==> config.mk <==
export PLATFORM = sky130hd
export DESIGN_NAME = shift_seq_ctrl_flat
export DESIGN_NICKNAME = d
export VERILOG_FILES = /design/src/rtl/shift_seq_ctrl_if.sv /design/src/rtl/shift_seq_ctrl.sv /design/src/flat_wrapper.sv
export SDC_FILE = /design/constraint.sdc
export NUM_CORES = 1
export LEC_CHECK = 0
export ABC_AREA = 1
export CORE_MARGIN = 2
export CORE_UTILIZATION = 25
export DETAILED_ROUTE_END_ITERATION = 8
export GPL_ROUTABILITY_DRIVEN = 1
export GPL_TIMING_DRIVEN = 0
export PLACE_DENSITY = 0.44
export SLEW_MARGIN = 20
export SYNTH_ARGS = -nofsm -noshare
export SYNTH_HDL_FRONTEND = slang
export SYNTH_SLANG_ARGS = --single-unit
==> constraint.sdc <==
create_clock -name clk -period 1.55 [get_ports clk]
set_input_delay 0.155 -clock clk [delete_from_list [all_inputs] [get_ports clk]]
set_output_delay 0.155 -clock clk [all_outputs]
set_load 0.02 [all_outputs]
==> src/rtl/shift_seq_ctrl_if.sv <==
// rtl/shift_seq_ctrl_if.sv - parallel-in / serial-out handshake bundle for shift_seq_ctrl
interface shift_seq_ctrl_if #(
  parameter int N = 8
);
  logic [N-1:0] din;
  logic         din_valid;
  logic         din_ready;
  logic         msb_first;
  logic         shift_en;
  logic         s_out;
  logic         busy;
  logic         done_tick;

  modport master (
    output din, din_valid, msb_first, shift_en,
    input  din_ready, s_out, busy, done_tick
  );

  modport slave (
    input  din, din_valid, msb_first, shift_en,
    output din_ready, s_out, busy, done_tick
  );
endinterface

==> src/rtl/shift_seq_ctrl.sv <==
// rtl/shift_seq_ctrl.sv - serial shift-out sequencer, one bit per shift_en strobe
// Optional trailing even-parity bit enabled by defining SHIFT_SEQ_PARITY_EN.
module shift_seq_ctrl #(
  parameter int N  = 8,
  parameter int CW = 4
) (
  input  logic              clk,
  input  logic              reset,
  shift_seq_ctrl_if.slave   bus
);

`ifdef SHIFT_SEQ_PARITY_EN
  typedef enum logic [1:0] {IDLE, SHIFT, PAR} state_t;
`else
  typedef enum logic [1:0] {IDLE, SHIFT} state_t;
`endif

  state_t         state, next_state;
  logic [N-1:0]   sreg;
  logic [CW-1:0]  count;
  logic           order;
  logic           load;
  logic           shift;
`ifdef SHIFT_SEQ_PARITY_EN
  logic           par_bit;
`endif

  always_ff @(posedge clk or posedge reset) begin
    if (reset) begin
      state <= IDLE;
      sreg  <= '0;
      count <= '0;
      order <= 1'b0;
`ifdef SHIFT_SEQ_PARITY_EN
      par_bit <= 1'b0;
`endif
    end else begin
      state <= next_state;
      if (load) begin
        sreg  <= bus.din;
        order <= bus.msb_first;
        count <= '0;
`ifdef SHIFT_SEQ_PARITY_EN
        // Parity is latched at capture because the shift register drains to zero.
        par_bit <= ^bus.din;
`endif
      end else if (shift) begin
        sreg  <= order ? {sreg[N-2:0], 1'b0} : {1'b0, sreg[N-1:1]};
        count <= count + CW'(1);
      end
    end
  end

  always_comb begin
    next_state    = state;
    load          = 1'b0;
    shift         = 1'b0;
    bus.din_ready = 1'b0;
    bus.busy      = 1'b0;
    bus.s_out     = 1'b1;
    bus.done_tick = 1'b0;
    case (state)
      IDLE: begin
        bus.din_ready = 1'b1;
        if (bus.din_valid) begin
          load       = 1'b1;
          next_state = SHIFT;
        end
      end
      SHIFT: begin
        bus.busy  = 1'b1;
        bus.s_out = order ? sreg[N-1] : sreg[0];
        if (bus.shift_en) begin
          if (count == CW'(N-1)) begin
`ifdef SHIFT_SEQ_PARITY_EN
            next_state = PAR;
`else
            bus.done_tick = 1'b1;
            next_state    = IDLE;
`endif
          end else begin
            shift = 1'b1;
          end
        end
      end
`ifdef SHIFT_SEQ_PARITY_EN
      PAR: begin
        bus.busy  = 1'b1;
        bus.s_out = par_bit;
        if (bus.shift_en) begin
          bus.done_tick = 1'b1;
          next_state    = IDLE;
        end
      end
`endif
      default: next_state = IDLE;
    endcase
  end

endmodule

==> src/flat_wrapper.sv <==
// flat-port wrapper written by rule: the top's interface ports become plain ports
module shift_seq_ctrl_flat 
#(
  parameter int N  = 8,
  parameter int CW = 4
)
  (clk, reset, bus_din, bus_din_valid, bus_msb_first, bus_shift_en, bus_din_ready, bus_s_out, bus_busy, bus_done_tick);
  shift_seq_ctrl_if #(.N(N)) bus_i ();
  input  logic clk;
  input  logic reset;
  input wire logic [$bits(bus_i.din)-1:0] bus_din;
  input wire logic [$bits(bus_i.din_valid)-1:0] bus_din_valid;
  input wire logic [$bits(bus_i.msb_first)-1:0] bus_msb_first;
  input wire logic [$bits(bus_i.shift_en)-1:0] bus_shift_en;
  output wire logic [$bits(bus_i.din_ready)-1:0] bus_din_ready;
  output wire logic [$bits(bus_i.s_out)-1:0] bus_s_out;
  output wire logic [$bits(bus_i.busy)-1:0] bus_busy;
  output wire logic [$bits(bus_i.done_tick)-1:0] bus_done_tick;
  assign bus_i.din = bus_din;
  assign bus_i.din_valid = bus_din_valid;
  assign bus_i.msb_first = bus_msb_first;
  assign bus_i.shift_en = bus_shift_en;
  assign bus_din_ready = bus_i.din_ready;
  assign bus_s_out = bus_i.s_out;
  assign bus_busy = bus_i.busy;
  assign bus_done_tick = bus_i.done_tick;
  shift_seq_ctrl #(.N(N), .CW(CW)) u_core (.clk(clk), .reset(reset), .bus(bus_i));
endmodule
==> results of run 1 <==
[final cells by class]
cell class / instances / share of cell area, %
Clock buffer: 3 / 2.12
Timing Repair Buffer: 18 / 15.9
Buffer: 3 / 2.82
Multi-Input combinational cell: 85 / 37.8
Inverter: 8 / 3.29
Tap cell: 44 / 5.18
Sequential cell: 14 / 32.9
[Yosys cell counts]
| cell type | number | share of area (%) |
|---|---|---|
| ha_1 | 1 | 1.6 |
| o211ai_1 | 1 | 0.93 |
| inv_2 | 2 | 0.93 |
| buf_4 | 1 | 0.93 |
| nand3_2 | 1 | 1.2 |
| inv_1 | 5 | 2.3 |
| clkinv_1 | 1 | 0.46 |
| nand4_1 | 2 | 1.6 |
| or2_0 | 1 | 0.78 |
| dfrtp_1 | 14 | 43 |
| a21oi_2 | 1 | 1.1 |
| nor2_1 | 6 | 2.8 |
| o21ai_2 | 1 | 1.1 |
| nand2_2 | 1 | 0.78 |
| a21oi_1 | 1 | 0.62 |
| buf_6 | 2 | 2.8 |
| nand2_4 | 1 | 1.4 |
| nand2_1 | 48 | 22 |
| or2_2 | 4 | 3.1 |
| o21ai_0 | 3 | 1.9 |
| nand3_1 | 13 | 8.1 |
[worst max-delay path: cells and delay by family (launching register included)]
family        cells  cell delay (ns)
fa+ha+maj         1             0.23
buf+inv           1             0.15
flops             1             0.39
simple gates      2             0.20
[power by group]
part           leakage (µW)  total [µW]  switching [µW]  internal [µW]
logic              0.000348         800             471            329
clock network     0.0000138         211             121           90.2
registers          0.000178         622             119            503
[worst paths after layout]
| path | start | to | cells after the start |
|---|---|---|---|
| worst max-delay path | u_core.count[1]$_DFFE_PP0P_ | bus_done_tick | 4 |
| worst min-delay path | reset | u_core.sreg[7]$_DFFE_PP0P_ | 2 |
| worst max register to register | u_core.count[1]$_DFFE_PP0P_ | u_core.count[3]$_DFFE_PP0P_ | 7 |
| worst min register to register | u_core.sreg[3]$_DFFE_PP0P_ | u_core.sreg[3]$_DFFE_PP0P_ | 2 |
| max in group asynchronous | reset | u_core.count[1]$_DFFE_PP0P_ | 2 |
| min in group clk | bus_msb_first | u_core.order$_DFFE_PP0P_ | 3 |
[flip-flops by register name, summed over array words and instances, names as in the netlist]
| signal | cells |
|---|---|
| u_core.count | 4 |
| u_core.order | 1 |
| u_core.sreg | 8 |
| u_core.state | 1 |
[what timing repair did]
| item | 4_1_cts | 5_1_grt |
|---|---|---|
| buffers inserted | 1 | 1 |
| endpoints found under the setup margin | 3 | 3 |
| resized for setup | 11 | 4 |
[per-stage QoR]
step / instances / cell area, µm² / hold WS (ns)
finish: 175 / 1060 / 0.231
global route: 175 / 1060 / 0.285
CTS: 174 / 1050 / 0.244
detailed placement: 170 / 1020 / 0.497
global placement: 170 / 1020 / 0.492
floorplan: 110 / 807 / 0.0442
[routing by layer]
layer | up-vias | share of wire, % | GRT usage, %
met4 | 0 | 2.3 | 8.39
met3 | 4 | 5.5 | 2.35
met2 | 20 | 46 | 19.0
li1 | 392 | - | -
met1 | 362 | 46 | 14.7
met5 | - | 0 | 0
[kinds of logic after synthesis]
logic type	after synthesis	share of synthesized area, %
AND/OR/NAND/NOR	77	42.0
adder cells (fa/ha/maj)	1	1.55
buffers and inverters	11	7.44
AO/OA/AOI/OAI	7	5.58
flip-flops	14	43.4
==> metrics.yaml, run 1 <==
floorplan:
  core_um2: 3050
  die_area_um2: 3700
  die_w_um: 60.8
  ioPinCount: 17
  die_h_um: 60.8
  row_count: 20
  initial_core_util_pct: 26.4
placement:
  dp_slack_ns: -0.167
  gp_congestion: 0.713
  dp_hpwl_um: 1360
  io_buffers: 16
grt:
  grtUsageTotal_pct: 12.0
  antenna_found_initial: 0
  grt_overflow: 0
  grt_pass1_wl_um: 3190
  grt_pass1_vias: 714
  grt_max_degree: 15
cts:
  cts_tree: "done"
  h-tree-depth: 1
  clkTransAtPathRegs_ns: 0.09
  numCtsBuffers: 3
  root_buffer: "clkbuf_4"
  clk-insertion-delay-late_ns: 0.28
  cts-hold-fix-buffers: 0
  cts.path.max_buffers: 2
  cts_sinks: 14
timing:
  finClkSkew_ns: 0.00271
  fmax_mhz: 713
  post-route-period-util_pct: 90.5
  rsz0062_at_grt: "no"
  slew_headroom_pct: 60.5
  hold_viol: 0
  layout_min_cycle_time_ns: 1.40
  tightestPinTransition_ns: 0.592
  drv_slew: 0
  finalSetupViolCount: 0
  timing.final.ws_setup_ns: 0.147
  timing.setup.tns_ns: 0
synth:
  ys_types: 21
  syn_inst: 110
  synth_seq_area_share_pct: 43.4
  ys_ff_latch: 14
  synth_area_um2: 807
  yosys_warnings: 0
  synth_nets: 124
  syn_avg_cell_area_um2: 7.34
worst_setup_path:
  end_kind: "output pin"
  cp_slowest_cell: "dfrtp_1"
  worstPathCellList: "ha_2, nand3_2, nor2_2, buf_4"
  critPathLaunchType: "register"
  critPathMaxFanout: 4
  critPathMaxStageDelay_ns: 0.39
  critical_path_class: "register to output pin"
  rrSetupSlack_ns: 0.29
  cp_data_arrival_time_ns: 1.25
  cp.required_ns: 1.39
cells_and_area:
  regArea_um2: 350
  final_util_pct: 34.8
  multiInputGateArea_um2: 402
  final_common_cell: "nand2_1"
  nFillCells: 353
  diodes: 0
  area_growth_pct: 31.8
  drive_above_1_share_pct: 18.3
  nets: 147
  layout_common_cells: "nand2_1 (48), dfrtp_1 (14), nand3_1 (13)"
flow_run:
  cap_violations: 0
detailed_routing:
  postRouteAntennaNets: 0
  drc_errors: 0
  drt_iter0_drc: 16
  viasPerCell: 4.45
  num_vias: 778
  drt-total-wl_um: 2000
  first_pass_iters: 4
  wl_per_cell_um: 11.4
power_and_ir_drop:
  vdd_drop_max_mv: 0.364
  leakage_uw: 0.000540
  total_power_uw: 1630
  p_per_area_nw_per_um2: 1540
status:
  status: "finished clean"
worst_hold_path:
  hold_class: "input port to async pin"
No activity file was read; power rests on OpenSTA's default activity.
==> run 2, diff against run 1 <==
--- a/config.mk
+++ b/config.mk
@@ -12,6 +12,7 @@
 export GPL_ROUTABILITY_DRIVEN = 1
 export GPL_TIMING_DRIVEN = 0
 export PLACE_DENSITY = 0.44
+export REMOVE_ABC_BUFFERS = 1
 export SLEW_MARGIN = 20
 export SYNTH_ARGS = -nofsm -noshare
 export SYNTH_HDL_FRONTEND = slang
==> constraint.sdc (replaced) <==
create_clock -name clk -period 1.55 [get_ports clk]
set_input_delay 0.2325 -clock clk [delete_from_list [all_inputs] [get_ports clk]]
set_output_delay 0.2325 -clock clk [all_outputs]
set_load 0.02 [all_outputs]
==> run 2 against run 1 <==
Net effect:
- setup slack got worse by 0.042 ns
- global-route usage fell by 0.41 points
- flip-flop and latch count did not move
- worst hold slack improved by 0.072 ns
- sequential share of layout area rose by 0.51 points
- sequential power rose by 6.4%
- routed wire length fell by 5.6%
- cell area fell by 1.2%
- via count fell by 0.51%
- count of clock-buffer cells in the layout did not move
- register-to-register slack got worse by 0.15 ns
- core utilization fell by 0.41 points
- critical path type unchanged
==> metrics.yaml, run 2 (same netlist as run 1, synthesis figures left out) <==
status:
  status: "finished clean"
timing:
  slew_headroom_pct: 61.8
  finClkSkew_ns: 0.00112
  finalSetupViolCount: 0
  tightestPinTransition_ns: 0.572
  drv_slew: 0
  layout_min_cycle_time_ns: 1.45
  hold_viol: 0
  timing.hold.ws_ns: 0.303
  fmax_mhz: 692
  post-route-period-util_pct: 93.2
  rsz0062_at_grt: "no"
cts:
  clkTransAtPathRegs_ns: 0.08
  root_buffer: "clkbuf_4"
  h-tree-depth: 1
  cts.path.max_buffers: 2
  cts_sinks: 14
  clk-insertion-delay-late_ns: 0.28
  cts_tree: "done"
  numCtsBuffers: 3
cells_and_area:
  regMostFlops: "u_core.sreg"
  layout_common_cells: "nand2_1 (47), nand3_1 (13), dfrtp_1 (13)"
  largest_reg_flops: 8
  final_common_cell: "nand2_1"
  nets: 145
  diodes: 0
  final_util_pct: 34.4
  final_area_um2: 1050
  drive_above_1_share_pct: 18.6
  area_growth_pct: 30.2
  nFillCells: 364
  regArea_um2: 352
  multiInputGateArea_um2: 414
  reg.largest.list: "u_core.sreg (8), u_core.count (4)"
detailed_routing:
  drc_errors: 0
  viasPerCell: 4.47
  first_pass_iters: 4
  drt_iter0_drc: 27
  wl_per_cell_um: 10.9
  num_vias: 774
  postRouteAntennaNets: 0
  drt-total-wl_um: 1890
floorplan:
  core_um2: 3050
  row_count: 20
  ioPinCount: 17
  die_w_um: 60.8
  initial_core_util_pct: 26.4
  die_area_um2: 3700
  die_h_um: 60.8
worst_setup_path:
  cp_data_arrival_time_ns: 1.21
  critical_path_class: "register to output pin"
  cp.required_ns: 1.32
  end_kind: "output pin"
  critPathMaxFanout: 4
  critPathLaunchType: "register"
flow_run:
  cap_violations: 0
grt:
  grt_pass1_wl_um: 3110
  grt_pass1_vias: 685
  antenna_found_initial: 0
  grt_overflow: 0
  grtUsageTotal_pct: 11.6
  grt_max_degree: 17
power_and_ir_drop:
  p_per_area_nw_per_um2: 1540
  vdd_drop_max_mv: 0.559
  leakage_uw: 0.000526
  total_power_uw: 1620
placement:
  dp_hpwl_um: 1300
  io_buffers: 16
  gp_congestion: 0.673
  postPlaceCellArea_um2: 992
worst_hold_path:
  hold_class: "input port to async pin"
run 2: cell types whose count changed in the layout (fill, tap and decap cells not counted), sizes merged:
| cell | change |
|---|---|
| buf | -2 |
| dlygate4sd2 | +1 |
| dlymetal6s2s | -1 |
run 2: path summary, 6_finish.rpt:
kind / startpoint / to / slack [ns] / cells after the start
max in group asynchronous: reset / u_core.order$_DFFE_PP0P_ / 0.84 / 2
worst min register to register: u_core.sreg[5]$_DFFE_PP0P_ / u_core.sreg[5]$_DFFE_PP0P_ / 0.51 / 2
worst min-delay path: reset / u_core.count[0]$_DFFE_PP0P_ / 0.30 / 2
worst max register to register: u_core.count[1]$_DFFE_PP0P_ / u_core.sreg[4]$_DFFE_PP0P_ / 0.14 / 7
min in group clk: bus_msb_first / u_core.order$_DFFE_PP0P_ / 0.51 / 3
worst max-delay path: u_core.count[1]$_DFFE_PP0P_ / bus_done_tick / 0.10 / 4
run 2: cell type report:
cell class | count | share of cell area, %
multi-input cells | 85 | 39.4
inverters | 8 | 3.33
well taps | 44 | 5.24
flip-flops and latches | 14 | 33.5
clock buffers | 3 | 2.14
repair buffers | 19 | 16.4
run 2: through the flow:
step           setup WS [ns]  TNS [ns]  instances
2_1_floorplan          0.168         0        107
3_3_place_gp          -0.365     -3.45        167
3_5_place_dp          -0.368     -3.63        167
4_1_cts               0.0131         0        171
5_1_grt               0.0233         0        173
6_report               0.105         0        173
run 2: layer usage:
layer,vias up,track usage [%],routed length (µm)
met5,-,0,0
met4,0,2.80,21
met3,2,4.48,89
met2,12,18.1,845
met1,368,15.3,932
li1,392,-,-
run 2: power by group:
| part | internal [µW] | switching [µW] |
|---|---|---|
| clock | 90.1 | 119 |
| combinational | 317 | 432 |
| sequential | 507 | 155 |
run 2: critical path, cell delays in order (launching register included):
cell and delay (ns):
dfrtp_1 0.42, ha_4 0.17, nand3_2 0.08, nor2_2 0.11, buf_4 0.15
run 2: what timing repair did:
action,CTS,global route
resized for setup,15,3
setup endpoints to repair,14,2
setup buffers,1,2
hold buffers,0,0
==> run 3, diff against run 2 <==
--- a/config.mk
+++ b/config.mk
@@ -6,6 +6,7 @@
 export NUM_CORES = 1
 export LEC_CHECK = 0
 export ABC_AREA = 1
+export ABC_CLOCK_PERIOD_IN_PS = 1550
 export CORE_MARGIN = 2
 export CORE_UTILIZATION = 25
 export DETAILED_ROUTE_END_ITERATION = 8
==> results of run 3 <==
Final layout, timing and power as in run 2 (identical DEF).
